### config.mk
export PLATFORM = sky130hd
export DESIGN_NAME = alu_flags_stage
export DESIGN_NICKNAME = d
export VERILOG_FILES = /design/src/rtl/cpu_pkg.sv /design/src/rtl/alu_cond_check.sv /design/src/rtl/alu_flags_stage.sv
export SDC_FILE = /design/constraint.sdc
export NUM_CORES = 1
export LEC_CHECK = 0
export CORE_AREA = 5 5 129 131
export DETAILED_ROUTE_END_ITERATION = 7
export DIE_AREA = 0 0 134 136
export MAX_ROUTING_LAYER = met4
export PLACE_DENSITY_LB_ADDON = 0.15
export SYNTH_ARGS = -nofsm -noshare
export SYNTH_HDL_FRONTEND = slang
export SYNTH_SLANG_ARGS = --single-unit
### constraint.sdc
create_clock -name clk -period 4.1 [get_ports clk]
set_input_delay 0.82 -clock clk [delete_from_list [all_inputs] [get_ports clk]]
set_output_delay 0.82 -clock clk [all_outputs]
set_load 0.1 [all_outputs]
### src/rtl/cpu_pkg.sv
// Shared CPU definitions: data-processing opcodes, condition codes, NZCV bit
// positions and the execute-stage FSM state type.
package cpu_pkg;

    localparam int NZCV_N = 3;
    localparam int NZCV_Z = 2;
    localparam int NZCV_C = 1;
    localparam int NZCV_V = 0;

    localparam logic [3:0] OP_AND = 4'h0;
    localparam logic [3:0] OP_EOR = 4'h1;
    localparam logic [3:0] OP_SUB = 4'h2;
    localparam logic [3:0] OP_RSB = 4'h3;
    localparam logic [3:0] OP_ADD = 4'h4;
    localparam logic [3:0] OP_ADC = 4'h5;
    localparam logic [3:0] OP_SBC = 4'h6;
    localparam logic [3:0] OP_RSC = 4'h7;
    localparam logic [3:0] OP_TST = 4'h8;
    localparam logic [3:0] OP_TEQ = 4'h9;
    localparam logic [3:0] OP_CMP = 4'hA;
    localparam logic [3:0] OP_CMN = 4'hB;
    localparam logic [3:0] OP_ORR = 4'hC;
    localparam logic [3:0] OP_MOV = 4'hD;
    localparam logic [3:0] OP_BIC = 4'hE;
    localparam logic [3:0] OP_MVN = 4'hF;

    localparam logic [3:0] COND_EQ = 4'h0;
    localparam logic [3:0] COND_NE = 4'h1;
    localparam logic [3:0] COND_CS = 4'h2;
    localparam logic [3:0] COND_CC = 4'h3;
    localparam logic [3:0] COND_MI = 4'h4;
    localparam logic [3:0] COND_PL = 4'h5;
    localparam logic [3:0] COND_VS = 4'h6;
    localparam logic [3:0] COND_VC = 4'h7;
    localparam logic [3:0] COND_HI = 4'h8;
    localparam logic [3:0] COND_LS = 4'h9;
    localparam logic [3:0] COND_GE = 4'hA;
    localparam logic [3:0] COND_LT = 4'hB;
    localparam logic [3:0] COND_GT = 4'hC;
    localparam logic [3:0] COND_LE = 4'hD;
    localparam logic [3:0] COND_AL = 4'hE;
    localparam logic [3:0] COND_NV = 4'hF;

    typedef enum logic [0:0] {
        ST_IDLE = 1'b0,
        ST_MUL  = 1'b1
    } alu_state_e;

    // TST/TEQ/CMP/CMN occupy opcodes 8..11: flags only, never a register write.
    function automatic logic is_compare(input logic [3:0] op);
        return op[3:2] == 2'b10;
    endfunction

endpackage

### src/rtl/alu_cond_check.sv
// Combinational ARM condition evaluation of cond against NZCV; shared with the
// branch unit.
module alu_cond_check
    import cpu_pkg::*;
(
    input  logic [3:0] cond,
    input  logic [3:0] nzcv,
    output logic       pass
);

    logic n, z, c, v;

    assign n = nzcv[NZCV_N];
    assign z = nzcv[NZCV_Z];
    assign c = nzcv[NZCV_C];
    assign v = nzcv[NZCV_V];

    always_comb begin
        pass = 1'b0;
        case (cond)
            COND_EQ: pass = z;
            COND_NE: pass = !z;
            COND_CS: pass = c;
            COND_CC: pass = !c;
            COND_MI: pass = n;
            COND_PL: pass = !n;
            COND_VS: pass = v;
            COND_VC: pass = !v;
            COND_HI: pass = c && !z;
            COND_LS: pass = !c || z;
            COND_GE: pass = (n == v);
            COND_LT: pass = (n != v);
            COND_GT: pass = !z && (n == v);
            COND_LE: pass = z || (n != v);
            COND_AL: pass = 1'b1;
            COND_NV: pass = 1'b0;
        endcase
    end

endmodule

### src/rtl/alu_flags_stage.sv
// ARM data-processing execute stage with condition check, registered result
// and NZCV commit. Define ALU_MUL_EN to add a 32-cycle shift-add multiplier.
module alu_flags_stage
    import cpu_pkg::*;
#(
    parameter int DATA_W = 32
) (
    input  logic              clk,
    input  logic              reset_n,
    input  logic              op_valid,
    output logic              op_ready,
    input  logic [3:0]        opcode,
    input  logic              s_bit,
    input  logic [3:0]        cond,
    input  logic [3:0]        rd_tag,
    input  logic [DATA_W-1:0] rn,
    input  logic [DATA_W-1:0] op2,
    input  logic              shift_c,
    input  logic              op_mul,
    output logic              res_valid,
    input  logic              res_ready,
    output logic [DATA_W-1:0] result,
    output logic [3:0]        rd_out,
    output logic              wr_en,
    output logic [3:0]        nzcv,
    output alu_state_e        fsm_state
);

    // Handshake: a transfer occurs on a clk edge where valid && ready; the
    // result register may drain and reload on the same edge.
    alu_state_e state, state_next;
    logic accept, cond_pass, start_mul, mul_done, load, load_wr;
    logic [DATA_W-1:0] load_result, mul_result;
    logic [3:0] load_rd, load_nzcv, mul_rd;
    logic mul_s;

    alu_cond_check u_cond (
        .cond (cond),
        .nzcv (nzcv),
        .pass (cond_pass)
    );

    assign op_ready  = (state == ST_IDLE) && (!res_valid || res_ready);
    assign accept    = op_valid && op_ready;
    assign fsm_state = state;

    logic [DATA_W-1:0] add_a, add_b, logic_res, alu_res;
    logic [DATA_W:0]   sum;
    logic add_cin, is_arith, alu_c, alu_v;
    logic [3:0] alu_nzcv;

    // Subtracts are a + ~b + carry, so one adder yields C as NOT borrow.
    always_comb begin
        add_a     = rn;
        add_b     = op2;
        add_cin   = 1'b0;
        is_arith  = 1'b1;
        logic_res = '0;
        case (opcode)
            OP_SUB, OP_CMP: begin add_b = ~op2; add_cin = 1'b1; end
            OP_RSB:         begin add_a = op2; add_b = ~rn; add_cin = 1'b1; end
            OP_ADD, OP_CMN: add_cin = 1'b0;
            OP_ADC:         add_cin = nzcv[NZCV_C];
            OP_SBC:         begin add_b = ~op2; add_cin = nzcv[NZCV_C]; end
            OP_RSC:         begin add_a = op2; add_b = ~rn; add_cin = nzcv[NZCV_C]; end
            OP_AND, OP_TST: begin is_arith = 1'b0; logic_res = rn & op2; end
            OP_EOR, OP_TEQ: begin is_arith = 1'b0; logic_res = rn ^ op2; end
            OP_ORR:         begin is_arith = 1'b0; logic_res = rn | op2; end
            OP_MOV:         begin is_arith = 1'b0; logic_res = op2; end
            OP_BIC:         begin is_arith = 1'b0; logic_res = rn & ~op2; end
            OP_MVN:         begin is_arith = 1'b0; logic_res = ~op2; end
        endcase
    end

    assign sum      = {1'b0, add_a} + {1'b0, add_b} + {{DATA_W{1'b0}}, add_cin};
    assign alu_res  = is_arith ? sum[DATA_W-1:0] : logic_res;
    assign alu_c    = is_arith ? sum[DATA_W] : shift_c;
    assign alu_v    = is_arith ? ((add_a[DATA_W-1] == add_b[DATA_W-1]) &&
                                  (sum[DATA_W-1] != add_a[DATA_W-1]))
                               : nzcv[NZCV_V];
    assign alu_nzcv = {alu_res[DATA_W-1], alu_res == '0, alu_c, alu_v};

`ifdef ALU_MUL_EN
    logic [DATA_W-1:0] mul_acc, mul_mcand, mul_mplier;
    logic [4:0] mul_cnt;

    assign start_mul  = accept && op_mul && cond_pass;
    assign mul_result = mul_acc + (mul_mplier[0] ? mul_mcand : '0);
    assign mul_done   = (state == ST_MUL) && (mul_cnt == 5'd31);

    always_ff @(posedge clk or negedge reset_n) begin
        if (!reset_n) begin
            mul_acc    <= '0;
            mul_mcand  <= '0;
            mul_mplier <= '0;
            mul_cnt    <= '0;
            mul_rd     <= '0;
            mul_s      <= 1'b0;
        end else if (start_mul) begin
            mul_acc    <= '0;
            mul_mcand  <= rn;
            mul_mplier <= op2;
            mul_cnt    <= '0;
            mul_rd     <= rd_tag;
            mul_s      <= s_bit;
        end else if (state == ST_MUL) begin
            mul_acc    <= mul_result;
            mul_mcand  <= mul_mcand << 1;
            mul_mplier <= mul_mplier >> 1;
            mul_cnt    <= mul_cnt + 5'd1;
        end
    end
`else
    logic unused_mul;
    assign unused_mul = op_mul;
    assign start_mul  = 1'b0;
    assign mul_done   = 1'b0;
    assign mul_result = '0;
    assign mul_rd     = '0;
    assign mul_s      = 1'b0;
`endif

    always_comb begin
        state_next = state;
        case (state)
            ST_IDLE: if (start_mul) state_next = ST_MUL;
            ST_MUL:  if (mul_done) state_next = ST_IDLE;
            default: state_next = ST_IDLE;
        endcase
    end

    // A failed condition still loads a result slot: zero data, no write, flags kept.
    always_comb begin
        load        = 1'b0;
        load_result = '0;
        load_rd     = rd_tag;
        load_wr     = 1'b0;
        load_nzcv   = nzcv;
        if (mul_done) begin
            load        = 1'b1;
            load_result = mul_result;
            load_rd     = mul_rd;
            load_wr     = 1'b1;
            if (mul_s)
                load_nzcv = {mul_result[DATA_W-1], mul_result == '0,
                             nzcv[NZCV_C], nzcv[NZCV_V]};
        end else if (accept && !start_mul) begin
            load = 1'b1;
            if (cond_pass) begin
                load_result = alu_res;
                load_wr     = !is_compare(opcode);
                if (is_compare(opcode) || s_bit)
                    load_nzcv = alu_nzcv;
            end
        end
    end

    always_ff @(posedge clk or negedge reset_n) begin
        if (!reset_n) begin
            state     <= ST_IDLE;
            res_valid <= 1'b0;
            result    <= '0;
            rd_out    <= '0;
            wr_en     <= 1'b0;
            nzcv      <= '0;
        end else begin
            state <= state_next;
            if (load) begin
                res_valid <= 1'b1;
                result    <= load_result;
                rd_out    <= load_rd;
                wr_en     <= load_wr;
                nzcv      <= load_nzcv;
            end else if (res_ready) begin
                res_valid <= 1'b0;
            end
        end
    end

endmodule

* Word level (Yosys, flattened, before mapping)
Index checks and enable logic that the tools add are counted.
Storage, ports and cells: bits in writable memories 0, latch bits 0, memories kept 0, bits in registers 43, memory bits (read-only) 0, output and inout port bits 44
Cells by class: magnitude comparators 0, eq/ne operators 33, bitwise operators 8, divide/modulo/power cells 0, add/subtract/negate cells 2, shifts and indexed selects 0, muxes and demuxes 15, reductions and logical operators 28, multipliers 0
Operators by type and width (count):
- $pmux 32 s6 | 1
- $mux 32 | 4
- $and 32x32->32 | 2
- $not 32->32 | 2
- $pmux 32 s2 | 1
- $eq 4x4->1 const B | 15
- $add 32x32->33 | 1
- $add 33x1->33 | 1
- $logic_not 32->1 | 1
- $or 32x32->32 | 1
- $xor 32x32->32 | 1
- $eq 4x3->1 const B | 7
- $eq 4x2->1 const B | 4
- $pmux 1 s16 | 1
- $reduce_or 3->1 | 3
- $eq 4x1->1 const B | 2
- $logic_not 4->1 | 2
- $reduce_or 8->1 | 1
- $logic_not 1->1 | 6
- $mux 1 | 6
- $reduce_or 2->1 | 3
- $logic_and 1x1->1 | 5
- $reduce_and 5->1 | 1
- $logic_or 1x1->1 | 4
- 7 further kinds | 11

* Longest topological paths before layout
depth in word-level cells 8, depth in mapped cells 23, mapped depth without buffers 18

* Cells and area by module
From an unflattened synthesis, not the netlist that was laid out.
Unflattened totals: cell total of the unflattened synthesis 1037, area total of the unflattened synthesis 6819.0 µm²
By module, submodules not included:
- alu_flags_stage | sequential area each 1051.0 µm², cells each 1014, instances 1, area an instance 6663.9 µm²
- alu_cond_check | sequential area each 0.0 µm², cells each 23, instances 1, area an instance 155.1 µm²

* Worst setup path after synthesis
OpenSTA, ideal clock, no wires.
path type input to register, start input opcode[1], end register nzcv[2], stages 22, arrival 5.796 ns, buffers on the path 5, data required time 3.977 ns, setup slack -1.819 ns, cells stage by stage buf_2 -> buf_1 -> clkbuf_1 -> clkbuf_1 -> and3_1 -> a21o_1 -> clkbuf_1 -> nor2_1 -> a211oi_1 -> fa_1 -> inv_1 -> fa_1 -> a21o_1 -> a221o_2 -> a311oi_2 -> a22oi_2 -> a311o_2 -> mux2_2 -> o21ai_0 -> or4_4 -> nor4_2 -> a32o_2
Between the ends: word-level cells in the longest chain between the ends 7, elaborated cells on any way between the ends 29, those cells by class add/sub: 2; eq/ne: 13; mux: 5; reduce/logical: 9
Ends and longest elaborated chain:
- start: declaration | RTL line alu_flags_stage.sv:12 | input logic [3:0] opcode,
- $eq 4x3->1 (tied with other cells) | RTL line alu_flags_stage.sv:59 | case (opcode)
- $reduce_or 3->1 (no line) / $reduce_or 2->1 (equally long branches)
- $pmux 32 s2 / $mux 32 (equally long branches) | RTL line alu_flags_stage.sv:59
- $add 32x32->33 | RTL line alu_flags_stage.sv:75 | assign sum = {1'b0, add_a} + {1'b0, add_b} + {{DATA_W{1'b0}}, add_cin};
- $add 33x1->33 | RTL line alu_flags_stage.sv:75
- $mux 32 * | RTL line alu_flags_stage.sv:76 | assign alu_res = is_arith ? sum[DATA_W-1:0] : logic_res;
- $logic_not 32->1 * | RTL line alu_flags_stage.sv:81 | assign alu_nzcv = {alu_res[DATA_W-1], alu_res == '0, alu_c, alu_v};
- end signal: assignment | RTL line alu_flags_stage.sv:173 | nzcv <= load_nzcv;
- end: declaration | RTL line alu_flags_stage.sv:25 | output logic [3:0] nzcv,
Every way passes the cells marked *; elsewhere a longest branch is shown, timed or not. A chain may end at the register's enable or synchronous reset.

* Worst setup path in the final report
start input opcode[0], end register nzcv[2]
Same word-level chain as after synthesis.

==> results by group <==
Status
  • Status: finished, violations left
  • Failing checks: negative setup slack

Flow run
  • Max_cap viols: 0

Cells and area
  • Share of layout cells above drive strength 1: between 30 and 40%
  • Most frequent cells in the layout: buf_4, o21ai_0, nand2_1, clkdlybuf4s50_1, inv_1
  • Final Non-Filler Cells: 1560
  • Area Growth Syn to Fin: 59.2%
  • Leading cell type in the layout, fill and taps excluded: buf_4
  • Post-Route Utilization: approximately 72%
  • Post-layout nets: 1514

Global routing
  • Pin count of the biggest net entering global routing: 44
  • Initial antenna violation count: 1
  • First-pass GRT wire length: 43.7 mm
  • Total global routing overflow: 0
  • Tot GR Track Use: 30.3%
  • Vias in the first global route: 8532

Drt
  • Detail Route Antenna Nets: 0
  • DRT Pass-1 Iters: 6
  • Residual DRC count: 0
  • Vias/cell: 5.90
  • DRT iter0 DRCs: about 870
  • Vias post-DR: about 9000
  • Drt wl/cell: about 18 µm
  • DRT Wirelength: 27.8 mm

CTS
  • CTS Sinks: 42
  • CTS tree: done
  • Clk_lat worst skew: 0.29 ns
  • Clk buf depth: 2
  • Reg clk slew, reported paths: roughly 0.06 ns
  • Number of hold buffers added after CTS: 0
  • H-tree levels: 2
  • Clk root buf: clkbuf_16
  • CTS Buf Count: 5

Worst setup path
  • R2R depth: 16
  • Critical Path Sink Type: flip-flop
  • CP Max Fanout: 4
  • Setup crit end: nzcv[2]
  • Worst endpoint required time: 4.33 ns
  • Reg-to-Reg Start: nzcv[1]
  • Reg-to-reg endpoint: nzcv[2]
  • WS Path Type: in -> reg
  • Kind of start point of the critical path: input port
  • Crit path launch: opcode[0]
  • R2r setup slk: 0.07 ns
  • Critical Path AT: roughly 4.7 ns

Pwr
  • Pwr dens: 373 nW/µm²
  • Clk pwr share: 10.5%
  • Pleak: 0.00519 µW
  • Internal Power: 2040 µW
  • Sw Share: 51.2%
  • Seq pwr share: 14.8%
  • VDD IR max: around 0.00033 V
  • Comb power frac: 74.7%
  • Net Sw Power: 2130 µW

Synthesis
  • Synth warn: 0
  • Mapped cell area: 7030 µm²
  • Sequential fraction of the synthesis area: between 10% and 20%
  • Async SR Flop Fraction: 100%
  • Mapped Cells: approximately 1000
  • EDFF count, synth: 0
  • Most used DFF post-synth: dfrtp_1
  • Yosys cell types: 96
  • Syn_nets: roughly 1100
  • Flops & latches, synth: between 40 and 50
  • Synth Area per Inst: 7.04 µm²

Timing
  • Fin crit period: 4.42 ns
  • RSZ-0062 raised after global routing: yes
  • Fin crit share: 108%
  • Least-Margin Pin Slew: 1.02 ns
  • PnR worst setup slack: -0.319 ns
  • Final setup viols: 5
  • Fin. Hold Viols: 0
  • Peak Freq: 226 MHz
  • Max transition margin: 32.1%
  • Clk_skew: between 0.004 and 0.005 ns
  • Pins over their slew limit: 0

Floorplanning
  • Die width: 134 µm
  • Height of the chip: 136 µm
  • Starting density of the core: 45.4%
  • FP Rows: 46
  • Die area: 18200 µm²
  • Core region area: 15500 µm²
  • Num ports: around 130

Place
  • Placed Cells: 1524
  • Routability cong.: 0.993
  • # port buffers: 124
  • Final HPWL DP: 21.7 mm

Min path
  • Tightest Hold Check Type: reg -> reg
==> logic make-up after synthesis <==
family	synth area share (%)
compound gates	38.4
simple gates	20.6
buf+inv	8.44
fa+ha+maj	11.8
flops	15.0
xor+xnor	2.62
mux	3.15
other cells	0.0534
==> how the worst min path moves through the flow <==
stage / cells past startpoint / from / end / slack (ns)
floorplan: 0 / reset_n / nzcv[0] / 0.52
global placement: 2 / result[16] / result[16] / 0.46
detailed placement: 2 / result[21] / result[21] / 0.47
CTS: 2 / result[21] / result[21] / 0.50
global route: 1 / result[4] / result[4] / 0.52
finish: 2 / result[21] / result[21] / 0.49
==> synthesized netlist by cell type (all sizes together) (11+ instances only) <==
library cell	count	area, µm²
nand4	11	75.1
buf	22	108
nor2b	18	113
clkbuf	48	200
a211oi	29	223
xnor2	13	114
o21ai	161	810
dfrtp	42	1050
ha	63	788
inv	76	285
nand2	126	473
a21oi	55	279
nor2	53	201
a22o	23	203
mux2i	12	120
a21o	18	135
nand3	22	110
a22oi	12	95.1
==> area by class of cell <==
| cell class | count | area, µm² |
|---|---|---|
| diodes | 1 | 2.50 |
| clock buffers | 5 | 125 |
| clock inverters | 3 | 40.0 |
| fillers | 1275 | 4300 |
| inverters | 76 | 293 |
| multi-input cells | 810 | 5780 |
| flip-flops and latches | 42 | 1050 |
| well taps | 192 | 240 |
| repair buffers | 431 | 3660 |
==> per-layer routing <==
layer	vias to the layer above	track usage (%)	routed length, µm
met2	386	50.1	13000
met4	0	8.40	575
met3	38	3.77	2010
met1	4343	39.2	12200
li1	4443	-	-
met5	-	-	0
==> what timing repair did <==
action                                  in CTS  in global routing
gates resized for setup                     67                 37
buffers inserted                            19                 12
endpoints found under the setup margin      25                 16
pin swaps                                   35                 41
==> power by group through the flow <==
stage / logic (µW) / clock network [µW] / registers [µW]
2_1_floorplan: 963 / 0 / 1460
3_3_place_gp: 2880 / 0 / 613
3_5_place_dp: 2910 / 0 / 619
4_1_cts: 3020 / 444 / 615
5_1_grt: 3290 / 469 / 629
6_report: 3120 / 439 / 616
==> metrics by stage <==
| step | setup slack (ns) | power [µW] | cell area (µm²) | setup TNS [ns] | hold slack, ns |
|---|---|---|---|---|---|
| 2_1_floorplan | -0.890 | 2420 | 7270 | -5.91 | 0.524 |
| 3_3_place_gp | -1.15 | 3500 | 10500 | -15.13 | 0.460 |
| 3_5_place_dp | -1.18 | 3530 | 10500 | -17.37 | 0.471 |
| 4_1_cts | -0.367 | 4080 | 11000 | -0.614 | 0.497 |
| 5_1_grt | -0.541 | 4390 | 11200 | -2.04 | 0.521 |
| 6_report | -0.319 | 4170 | 11200 | -0.676 | 0.495 |
==> state kept, by name, summed over array words and instances (netlist names) <==
register	cells
nzcv	4
rd_out	4
res_valid	1
result	32
wr_en	1
==> critical path: stages <==
cell,delay (ns)
buf_6,0.11
inv_8,0.05
and3_4,0.20
a21o_4,0.13
nor2_4,0.04
a211oi_4,0.20
fa_2,0.24
inv_2,0.04
fa_2,0.33
a21o_1,0.20
a221o_2,0.43
a311oi_2,0.30
a22oi_2,0.16
a211oi_2,0.27
xor2_1,0.20
o21ai_1,0.10
or4_4,0.50
nor4_4,0.14
a32o_2,0.18
(Power assumes the default switching activity.)
